`config.mk`:
```
export PLATFORM = sky130hd
export DESIGN_NAME = lcd_cmd_seq
export DESIGN_NICKNAME = d
export VERILOG_FILES = /design/src/rtl/lcd_cmd_seq.sv
export SDC_FILE = /design/constraint.sdc
export NUM_CORES = 1
export LEC_CHECK = 0
export ABC_AREA = 1
export BUFFER_PORTS_ARGS = -buffer_cell sky130_fd_sc_hd__buf_2
export CORE_UTILIZATION = 56
export CTS_BUF_LIST = sky130_fd_sc_hd__clkbuf_8
export DETAILED_ROUTE_END_ITERATION = 8
export GPL_TIMING_DRIVEN = 0
export PLACE_DENSITY = 0.83
export REMOVE_ABC_BUFFERS = 1
export SYNTH_ARGS = -nofsm -noshare
export SYNTH_HDL_FRONTEND = slang
export SYNTH_SLANG_ARGS = --single-unit
```
`constraint.sdc`:
```
create_clock -name clk -period 3.1 [get_ports clk]
set_clock_uncertainty 0.15 [all_clocks]
set_input_delay 0.465 -clock clk [delete_from_list [all_inputs] [get_ports clk]]
set_output_delay 0.465 -clock clk [all_outputs]
set_load 0.1 [all_outputs]
```
`src/rtl/lcd_cmd_seq.sv`:
```
// Command sequencer: walks a small opcode ROM and strobes each opcode into an LCD
// image controller, auto-appending the write-back (opcode 0) after the LAST entry.
module lcd_cmd_seq #(
    parameter int ADDR_W = 5,
    parameter int TMO    = 80
) (
    input  logic              clk,
    input  logic              reset,
    input  logic              start,
    output logic              CMD_ROM_EN,
    output logic [ADDR_W-1:0] CMD_ROM_A,
    input  logic [3:0]        CMD_ROM_Q,
    input  logic              lcd_busy,
    input  logic              lcd_done,
    output logic [2:0]        cmd,
    output logic              cmd_valid,
    output logic              seq_busy,
    output logic              seq_done,
    output logic              seq_err,
    output logic [5:0]        issued_cnt
);

    typedef enum logic [3:0] {
        IDLE, WAIT_RDY, FETCH, LATCH, ISSUE, GAP, WAIT_DONE, DONE, ERR
    } state_t;

    localparam logic [ADDR_W-1:0] ADDR_MAX = '1;

    state_t            state, state_nxt;
    logic [ADDR_W-1:0] addr;
    logic [ADDR_W-1:0] rom_a;
    logic [2:0]        opcode;
    logic [2:0]        cmd_hold;
    logic              last;
    logic [6:0]        tmo_cnt;
    logic              tmo_hit;

    assign tmo_hit    = (tmo_cnt >= 7'(TMO - 1));
    assign CMD_ROM_EN = (state == FETCH);
    assign CMD_ROM_A  = rom_a;
    assign cmd_valid  = (state == ISSUE) && !lcd_busy;
    // cmd follows the opcode only during the strobe, otherwise shows the last one sent
    assign cmd        = cmd_valid ? opcode : cmd_hold;

    always_comb begin
        state_nxt = state;
        case (state)
            IDLE:      if (start) state_nxt = WAIT_RDY;
            WAIT_RDY: begin
                if (!lcd_busy)    state_nxt = FETCH;
                else if (tmo_hit) state_nxt = ERR;
            end
            FETCH:     state_nxt = LATCH;
            LATCH:     state_nxt = ISSUE;
            ISSUE:     if (!lcd_busy) state_nxt = (opcode == 3'd0) ? WAIT_DONE : GAP;
            GAP: begin
                if (last)                  state_nxt = ISSUE;
                else if (addr == ADDR_MAX) state_nxt = ERR;
                else                       state_nxt = FETCH;
            end
            WAIT_DONE: begin
                if (lcd_done)     state_nxt = DONE;
                else if (tmo_hit) state_nxt = ERR;
            end
            DONE:      state_nxt = IDLE;
            ERR:       state_nxt = IDLE;
            default:   state_nxt = IDLE;
        endcase
    end

    always_ff @(posedge clk or posedge reset) begin
        if (reset) begin
            state      <= IDLE;
            addr       <= '0;
            rom_a      <= '0;
            opcode     <= '0;
            cmd_hold   <= '0;
            last       <= 1'b0;
            tmo_cnt    <= '0;
            issued_cnt <= '0;
            seq_busy   <= 1'b0;
            seq_done   <= 1'b0;
            seq_err    <= 1'b0;
        end else begin
            state <= state_nxt;

            // restart the timeout window on every state change
            if (state_nxt != state)   tmo_cnt <= '0;
            else if (tmo_cnt != 7'h7f) tmo_cnt <= tmo_cnt + 7'd1;

            if (state == IDLE && start) begin
                addr       <= '0;
                issued_cnt <= '0;
                seq_done   <= 1'b0;
                seq_err    <= 1'b0;
                seq_busy   <= 1'b1;
            end

            // ROM address only moves on the edge into FETCH so it is stable otherwise
            if (state == WAIT_RDY && state_nxt == FETCH)
                rom_a <= addr;
            if (state == GAP && state_nxt == FETCH) begin
                addr  <= addr + 1'b1;
                rom_a <= addr + 1'b1;
            end

            if (state == LATCH) begin
                opcode <= CMD_ROM_Q[2:0];
                last   <= CMD_ROM_Q[3];
            end
            if (state == GAP && last)
                opcode <= 3'd0;

            if (cmd_valid) begin
                cmd_hold <= opcode;
                if (issued_cnt != 6'h3f) issued_cnt <= issued_cnt + 6'd1;
            end

            if (state_nxt == DONE) begin
                seq_done <= 1'b1;
                seq_busy <= 1'b0;
            end
            if (state_nxt == ERR) begin
                seq_err  <= 1'b1;
                seq_busy <= 1'b0;
            end
        end
    end

endmodule

```
Yosys cells after proc, flatten, opt, wreduce, memory -nomap -nowiden

Index checks and enable logic that the tools add are counted.

Logic and storage cells: 70
Register bits: 37
Output and inout port bits: 19
Bits of input ports: 9

Reduce and logical (&&, ||, !) cells: 15
Muxes and demuxes: 27
$add $sub $neg: 3
$lt $le $gt $ge: 1
Eq/ne operators: 13

Operators with widths:

| kind                                                            | count |
|---|---|
| 4-bit 2-to-1 mux                                                | 7 |
| 4-bit case mux with 7 select lines                              | 1 |
| 5-bit 2-to-1 mux                                                | 4 |
| 6-bit 2-to-1 mux                                                | 3 |
| 4-bit by 3-bit == test with 1-bit output, second input constant | 4 |
| 7-bit 2-to-1 mux                                                | 2 |
| 4-bit by 2-bit == test with 1-bit output, second input constant | 3 |
| 2-bit nonzero test                                              | 6 |
| 3-bit 2-to-1 mux                                                | 3 |
| 7-bit by 1-bit adder with 7-bit output, second input constant   | 1 |
| 7-bit greater-or-equal comparator, second input constant        | 1 |
| 7-bit inequality test, second input constant                    | 1 |
| 6-bit by 1-bit adder with 6-bit output, second input constant   | 1 |
| 1-bit 2-to-1 mux                                                | 6 |
| 6-bit inequality test, second input constant                    | 1 |
| 5-bit by 1-bit adder with 5-bit output, second input constant   | 1 |
| 5-bit == test, second input constant                            | 1 |
| 1-bit logical AND                                               | 5 |
| 4-bit by 1-bit == test with 1-bit output, second input constant | 1 |
| 4-bit == test, second input constant                            | 1 |
| 4-bit zero test                                                 | 1 |
| 4-bit inequality test                                           | 1 |
| 3-bit zero test                                                 | 1 |
| 3-bit nonzero test                                              | 1 |
| 2 further kinds                                                 | 2 |

Depth between registers and ports, before layout

Depth after elaboration: 8
Gate-level depth with buffers: 13
Depth with buffers taken out: 13

Worst setup path after synthesis

OpenSTA, ideal clock, no wires.

Kind: reg-to-output
Start: register state[1]
End: output cmd[2]
Stages on the path, launching flop included: 6
Required time: 2.485 ns
Data arrival time: 3.020 ns
Slack: -0.535 ns
Path buffers: 0
Cells stage by stage: dfrtp_1 inv_2 nand2_1 nor2_2 nand2_2 o21ai_0

Word-level cells in the longest chain between the ends: 3

Ends and longest elaborated chain:

| element                                  | RTL line | text |
|---|---|---|
| from (decl)                              | 29       | `state_t state, state_nxt;` |
| from (signal assigned)                   | 85       | `state <= state_nxt;` |
| 4-bit by 3-bit == test with 1-bit output | 41       | `assign cmd_valid = (state == ISSUE) && !lcd_busy;` |
| 1-bit logical AND                        | 41       |  |
| 3-bit 2-to-1 mux                         | --       |  |
| to (decl)                                | 15       | `output logic [2:0] cmd,` |

Every way passes these cells.

Worst setup path in the final report

Start: register state[1]
End: output cmd[1]

Same word-level chain as after synthesis.

==> results_dict.tcl <==
set metrics [dict create \
    synth-seq-area-share 0.486 \
    synth-edff-count 0 \
    io_buffers 27 \
    start_util 0.605 \
    critPathArrivalTime_ns 2.01 \
    numPlacedInstances 309 \
    grtUsageMet1 0.297 \
    clk_latency_ns 0.29 \
    grt_pass1_wl_mm 6.05 \
    grt_start_max_net_pins 24 \
    via_count 1624 \
    crit_fanout 9 \
    area_growth_pct 15.9 \
    grt_usage 0.230 \
    endpoint_kind "primary output" \
    coreArea_um2 3150 \
    cts_buffers 5 \
    outcome "completed" \
    powerDensity_nw_per_um2 1050 \
    grt_antenna_before_repair 0 \
    hp-class "input pin to asynchronous set/reset pin" \
    finalWirelength_mm 3.54 \
    cp.required_ns 2.48 \
    worstMarginPinSlew_ns 0.649 \
    min_period_ns 2.62 \
    r2r_cells 13 \
    async_flop_share 1.00 \
    cts-root-buf "clkbuf_8" \
    yosys.cell_types.count 28 \
    wl_per_cell_um 11.2 \
    period_share 0.846 \
    io_pins 28 \
    met2_usage 0.363 \
    die_area_um2 3640 \
    syn_inst 237 \
    ys.flop_type "dfrtp_1" \
    startpoint_type "flip-flop" \
    die_y_um 60.4 \
    grt_pass1_vias 1434 \
    n_antenna_cell 0 \
    instances_no_fill 316 \
    h-tree-depth 2 \
    nNetsFinal 286 \
    slew_violations 0 \
    dr.pass1.iters 5 \
    grt_setup_unrepaired "false" \
    grt_overflow_total 0 \
    setup.worst_path.class "flip-flop to primary output" \
    fill_cells 268 \
    gp_congestion 0.888 \
    avgSynthCellArea_um2 8.05 \
    max_freq_mhz 381 \
    finalSetupViolCount 0 \
    cts.clk_slew.worst_paths_ns 0.07 \
    max_slew_margin 0.567 \
    cts_resized 0 \
    cts_buffer_depth 2 \
    cts_hold_buf 0 \
    vias_per_cell 5.14 \
    vdd.ir_drop.worst_v 0.000967 \
    grt-busiest-layer "met2" \
    preCtsSetupSlack_ns 0.805 \
    dp_hpwl_mm 2.71 \
    antenna_left 0 \
    synth.cell_area_um2 1910 \
    leakagePower_nw 1.23 \
    synthTopCellsByArea "dfrtp_1 (49%), nand2_1 (12%), inv_1 (6.3%)" \
    grt_use_met3 0.0725 \
    drt-initial-drc-count 76 \
    drive_gt1_frac 0.180 \
    die_x_um 60.4 \
    cts_tree "done" \
    setup_ws_ns 0.478 \
    cap_viol_max_count 0 \
    drcViolationCount 0 \
    cts_setup_buffers 0 \
    rows 20 \
    clock_sinks 37 \
    timing.hold.ws_ns 0.102 \
    synth_top_cell_by_area "dfrtp_1" \
    synth_top_area_share 0.486 \
    yosys_warnings 0 \
    hold_viol 0 \
    ys_seq_elements 37 \
]
registers in the layout, indices dropped and copies added (netlist names):
register and flops:
CMD_ROM_A 5, addr 5, cmd_hold 3, issued_cnt 6
last 1, opcode 3, seq_busy 1, seq_done 1
seq_err 1, state 4, tmo_cnt 7
cells in the mapped netlist, types with 2 or more instances:
library cell,instances
nand4_1,3
a21oi_1,8
inv_2,3
ha_1,5
o21ai_0,10
nor3_1,8
nor2_2,3
xnor2_1,3
inv_1,32
nand3_2,2
a31oi_1,6
a22oi_1,2
xor2_1,2
nand2_1,62
nor2_1,25
nand3_1,14
dfrtp_1,37
nand2_2,2
stage by stage:
stage	cell area, µm²	power (W)	TNS, ns	utilization
after detailed placement	2120	0.00201	0	0.674
final	2210	0.00233	0	0.701
after CTS	2210	0.00235	0	0.701
after global placement	2100	0.00198	0	0.665
after global routing	2210	0.00249	0	0.701
after floorplan	1910	0.00180	-0.957	-
critical path: stages (launching register included):
cell and delay [ns]:
dfrtp_1 0.46, inv_2 0.15, nand2_1 0.08, nor2_2 0.15
nand2_2 0.15, inv_1 0.16, nand2_1 0.07, nand2_1 0.07
buf_2 0.42
metal layers:
layer / wire length, µm / part of all wire
met4: 58 / 0.016
met5: 0 / 0
met3: 150 / 0.042
met2: 1650 / 0.46
met1: 1690 / 0.48
where the power goes:
part	leakage, nW	switching, W	internal [W]
sequential	0.482	0.000105	0.000625
clock	0.0485	0.000157	0.000173
combinational	0.703	0.00102	0.000257
placed cells by master, fill, tap and decap left out, types with 2 or more instances in the layout:
master and n:
a21oi_1 8, nand3_2 2, nand2_2 2, xor2_1 2
xnor2_1 3, nor2_1 25, inv_2 3, buf_2 27
a22oi_1 2, nor2_2 3, nand3_1 14, a31oi_1 6
nand4_1 3, nor3_1 8, inv_1 33, o21ai_0 10
nand2_1 62, dfrtp_1 37, clkbuf_8 6, ha_1 5
final timing paths:
path	startpoint	endpoint	slack (ns)
min in group clk	CMD_ROM_Q[2]	opcode[2]	0.25
hold / removal	reset	CMD_ROM_A[1]	0.10
max in group asynchronous	reset	cmd_hold[0]	2.16
hold reg to reg	cmd_hold[1]	cmd_hold[1]	0.32
setup reg to reg	addr[0]	tmo_cnt[4]	1.02
setup / recovery	state[1]	cmd[1]	0.48
area by class of cell:
type	count	area (µm²)	area share
Sequential cell	37	926	0.419
Multi-Input combinational cell	165	850	0.384
Timing Repair Buffer	28	163	0.0736
Tap cell	44	55.1	0.0249
Inverter	35	131	0.0594
Clock buffer	6	82.6	0.0374
Clock inverter	1	3.75	0.00170
cells by family after synthesis:
kind of cell,share of synthesized area
buffers and inverters,0.0689
AND/OR/NAND/NOR,0.289
XOR/XNOR,0.0230
multiplexers,0.0112
flip-flops,0.486
adder cells (fa/ha/maj),0.0328
AO/OA/AOI/OAI,0.0899
No activity file was read; power rests on OpenSTA's default activity.
